### src/rtl/demux_deser.sv
// Registered 1-to-4 demultiplexer/deserializer: steers one bit per accept into a 4-bit word.
// Optional macro DEMUX_DESER_PARITY_EN adds the registered out_parity output.
module demux_deser #(
    parameter int N_OUT = 4,
    parameter int SEL_W = 2
) (
    input  logic             clk,
    input  logic             rst,
    input  logic             in_valid,
    output logic             in_ready,
    input  logic             in_bit,
    input  logic [SEL_W-1:0] in_sel,
    input  logic             auto_mode,
    output logic [N_OUT-1:0] d_out,
    output logic [N_OUT-1:0] fill_mask,
    output logic             out_valid,
`ifdef DEMUX_DESER_PARITY_EN
    output logic             out_parity,
`endif
    input  logic             out_ready
);

    typedef enum logic [0:0] {
        FILL = 1'b0,
        HOLD = 1'b1
    } state_t;

    state_t             state_r;
    state_t             state_next_s;
    logic [N_OUT-1:0]   d_out_r;
    logic [N_OUT-1:0]   fill_mask_r;
    logic [SEL_W-1:0]   cnt_r;
    logic               mode_r;

    logic               accept_s;
    logic               release_s;
    logic               first_s;
    logic               mode_eff_s;
    logic [SEL_W-1:0]   pos_s;
    logic [N_OUT-1:0]   d_next_s;
    logic [N_OUT-1:0]   mask_next_s;
    logic               complete_s;

    assign accept_s    = in_valid && (state_r == FILL);
    assign release_s   = out_ready && (state_r == HOLD);
    assign first_s     = (fill_mask_r == {N_OUT{1'b0}});
    assign mask_next_s = fill_mask_r | ({{(N_OUT-1){1'b0}}, 1'b1} << pos_s);
    assign complete_s  = accept_s && (mask_next_s == {N_OUT{1'b1}});

    // Effective mode: the live auto_mode only on the first bit, the latched mode afterwards
    always_comb begin
        mode_eff_s = mode_r;
        pos_s      = in_sel;
        if (first_s) begin
            mode_eff_s = auto_mode;
        end else begin
            mode_eff_s = mode_r;
        end
        if (mode_eff_s) begin
            pos_s = cnt_r;
        end else begin
            pos_s = in_sel;
        end
    end

    // Candidate word with the incoming bit written at the selected position
    always_comb begin
        d_next_s        = d_out_r;
        d_next_s[pos_s] = in_bit;
    end

    // Next-state logic for the fill/hold handshake
    always_comb begin
        state_next_s = state_r;
        case (state_r)
            FILL: begin
                if (complete_s) begin
                    state_next_s = HOLD;
                end else begin
                    state_next_s = FILL;
                end
            end
            HOLD: begin
                if (out_ready) begin
                    state_next_s = FILL;
                end else begin
                    state_next_s = HOLD;
                end
            end
            default: state_next_s = FILL;
        endcase
    end

    // State register
    always_ff @(posedge clk) begin
        if (rst) begin
            state_r <= FILL;
        end else begin
            state_r <= state_next_s;
        end
    end

    // Word, fill mask, round-robin counter and mode latch
    always_ff @(posedge clk) begin
        if (rst) begin
            d_out_r     <= {N_OUT{1'b0}};
            fill_mask_r <= {N_OUT{1'b0}};
            cnt_r       <= {SEL_W{1'b0}};
            mode_r      <= 1'b0;
        end else if (accept_s) begin
            d_out_r     <= d_next_s;
            fill_mask_r <= mask_next_s;
            if (first_s) begin
                mode_r <= auto_mode;
            end
            if (complete_s) begin
                cnt_r <= {SEL_W{1'b0}};
            end else if (mode_eff_s) begin
                cnt_r <= cnt_r + {{(SEL_W-1){1'b0}}, 1'b1};
            end
        end else if (release_s) begin
            fill_mask_r <= {N_OUT{1'b0}};
        end
    end

`ifdef DEMUX_DESER_PARITY_EN
    logic parity_r;

    function automatic logic parity4(input logic [N_OUT-1:0] word);
        return ^word;
    endfunction

    // Parity is captured with the completing bit and cleared when the word leaves
    always_ff @(posedge clk) begin
        if (rst) begin
            parity_r <= 1'b0;
        end else if (complete_s) begin
            parity_r <= parity4(d_next_s);
        end else if (release_s) begin
            parity_r <= 1'b0;
        end
    end

    assign out_parity = parity_r;
`endif

    assign in_ready  = (state_r == FILL);
    assign out_valid = (state_r == HOLD);
    assign d_out     = d_out_r;
    assign fill_mask = fill_mask_r;

endmodule
### config.mk
export PLATFORM = sky130hd
export DESIGN_NAME = demux_deser
export DESIGN_NICKNAME = d
export VERILOG_FILES = /design/src/rtl/demux_deser.sv
export SDC_FILE = /design/constraint.sdc
export NUM_CORES = 1
export LEC_CHECK = 0
export BUFFER_PORTS_ARGS = -buffer_cell sky130_fd_sc_hd__buf_2
export CORE_AREA = 5 5 42 44
export DETAILED_ROUTE_END_ITERATION = 12
export DIE_AREA = 0 0 47 49
export PLACE_DENSITY = 0.85
export SLEW_MARGIN = 30
export SYNTH_ARGS = -nofsm -noshare
export SYNTH_HDL_FRONTEND = slang
export SYNTH_SLANG_ARGS = --single-unit
### constraint.sdc
create_clock -name clk -period 6.4 [get_ports clk]
set_clock_uncertainty 0.05 [all_clocks]
set_input_delay 1.92 -clock clk [delete_from_list [all_inputs] [get_ports clk]]
set_output_delay 1.92 -clock clk [all_outputs]
set_load 0.02 [all_outputs]
==> key figures <==
Setup path
  • Worst setup EP type: register
  • Crit start category: input pin
  • Maximum cell stage delay along the critical path: slightly below 0.5 ns
  • Max stage delay cell, worst path: mux2i_2
  • Critical setup path kind: input pin to register
  • Worst Path Max Fanout: 10
  • CP Data Arrival Time: approximately 3.4 ns
  • Worst path required time: roughly 6.6 ns
  • CP cell instances: buf_2 > mux2i_2 > mux2_2 > a311oi_2 > o21ba_1

Cells and area
  • # fillers: approximately 130
  • Diode count: 0
  • Layout cell share with drive strength beyond 1: between 20% and 30%
  • Synthesis-to-layout area growth: 19.48%
  • Most frequent cells in the layout: buf_2 (17), dfxtp_1 (12), nor2_1 (10), a21oi_1 (8)
  • Commonest non-fill, non-tap cell in the layout: buf_2
  • Fin util: between 50% and 60%
  • NumNets Final: between 100 and 150
  • Finished Cell Area: 798.3 µm²

Floorplan
  • Chip width: 47 µm
  • Die ar.: ~2300 µm²
  • Number of placed I/O pins: 18
  • Die Y: between 40 and 50 µm
  • Core Area: approximately 1400 µm²
  • Initial Utilization: 47.68%
  • FP Rows: 14

STA
  • Pins Over Slew Limit: 0
  • Final setup vio count: 0
  • RSZ-0062 raised after global routing: no
  • Final Hold Fails: 0
  • Max Clock Freq: about 310 MHz
  • Final WS setup: 3.176 ns
  • Setup_tns: 0 ns
  • Tcrit/Tclk final: about 50%
  • Slew @ Worst Pin: about 0.76 ns
  • Worst hold slack: about 0.45 ns
  • Final Critical Period: between 3 and 4 ns
  • Max-slew headroom: 49.13%

Clock network
  • Worst-case clock buffer depth: 2
  • Worst-path clk slew: around 0.080 ns
  • CTS tree: done
  • CTS Buf Count: 3
  • Setup bufs post-CTS: 0
  • PostCTS Resize Cnt: 0
  • Hold_buf cts: 0
  • Worst skew pair latency: ~0.27 ns
  • H-tree Lvls: 1
  • Sink Count: 12
  • Clock Tree Root: clkbuf_4

Route
  • Routed wire length: about 1500 µm
  • Residual DRC: 0
  • Drt first pass iters: 4
  • Final ANT Viol Nets: 0
  • Met3 Routed Length: ~100 µm
  • Average wire per standard cell: between 10 and 15 µm
  • Top sig layer: met3
  • Initial DRC count: 40
  • Met1 wire length: around 630 µm
  • Drt via density: about 5.6
  • Metal2 WL: between 700 and 800 µm
  • Vias: approximately 630

Logic synthesis
  • FFs w/ async S/R, synth: 0%
  • Seq/Total Area, Yosys: between 30% and 40%
  • Avg Inst Size Synth: roughly 8.7 µm²
  • Cells after synthesis: between 70 and 80
  • Synthesized net count: 85
  • Leading area contributor after synthesis: dfxtp_1
  • Syn Std Cell Area: 668.1 µm²
  • Yosys warnings: 0
  • Yosys cell types: 27
  • Top FF cell, synth: dfxtp_1
  • Yosys reg bits: 12
  • Synth top area share: between 30% and 40%
  • EDFF count, synth: 0
  • Synth area leaders: dfxtp_1 (36%), mux2i_1 (9.0%), a21oi_1 (6.0%)

Power and ir drop
  • Max IR drop VDD: 0.1375 mV
  • Static Leak: 0.0003378 µW
  • PwrDens: ~240 nW/µm²

Placed design
  • Port bufs: 17
  • DP Area: approximately 760 µm²
  • Gpl congestion: just over 0.8
  • Hpwl dp: roughly 1200 µm
  • Post-place setup slack: between 2 and 3 ns

Global routing
  • Number of global-route vias before repair: 622
  • GRT Total Usage: ~15%
  • Largest net degree at the start of global routing: 12
  • First-pass GRT wire length: approximately 2700 µm
  • Initial antenna violation count: 0
  • Total grt overflow: 0

Worst hold path
  • Hold Path Class: register to register

Run status
  • Status: finished clean

Run
  • Max Cap Viol: 0
stage by stage:
step	cells	total power, µW
4_1_cts	111	193.2
2_1_floorplan	77	121.1
6_report	111	193.0
5_1_grt	111	203.3
3_5_place_dp	107	133.5
3_3_place_gp	107	131.8
worst max-delay path, delay by kind of cell:
kind                   cells  cell delay, ns
muxes                      2            0.91
AOI/OAI and AO/OA          2            0.47
buffers and inverters      1            0.10
report_power, final:
| group | internal [µW] | switching [µW] |
|---|---|---|
| registers | 79.7 | 8.01 |
| clock network | 34.6 | 26.4 |
| logic | 20.3 | 23.9 |
flip-flops by register name, indices dropped and copies added, names as in the netlist:
register	flops
cnt_r	2
fill_mask	4
out_valid	1
mode_r	1
d_out	4
synth_stat cells, types with 3 or more instances:
master,number
a21oi_1,8
dfxtp_1,12
mux2i_1,6
nand2_1,6
nand3_1,3
nor2_1,10
nor2b_1,4
final timing paths:
kind	from	endpoint	slack, ns	cells after the start
min	d_out[0]	d_out[0]	0.45	2
max	auto_mode	out_valid	3.18	5
min reg2reg	d_out[0]	d_out[0]	0.45	2
max reg2reg	fill_mask[3]	out_valid	4.12	5
layer usage:
layer	up-vias	GRT usage [%]
li1	309	-
met1	292	19.42
met2	26	24.21
met3	0	2.952
met4	0	5.069
met5	-	0
cell families after synthesis:
group,count (synthesis),synth area share [%]
AND/OR/NAND/NOR,31,24.72
multiplexers,9,14.42
AO/OA/AOI/OAI,19,20.04
flip-flops,12,35.95
buffers and inverters,4,2.247
XOR/XNOR,2,2.622
final cells by class:
type                            instances  area (µm²)  share of cell area (%)
Inverter                                1       3.754                  0.4702
Multi-Input combinational cell         61       412.9                   51.72
Clock buffer                            4       36.28                   4.545
Tap cell                               16       20.02                   2.508
Sequential cell                        12       240.2                   30.09
Timing Repair Buffer                   17       85.08                   10.66
No activity file was read; power rests on OpenSTA's default activity.
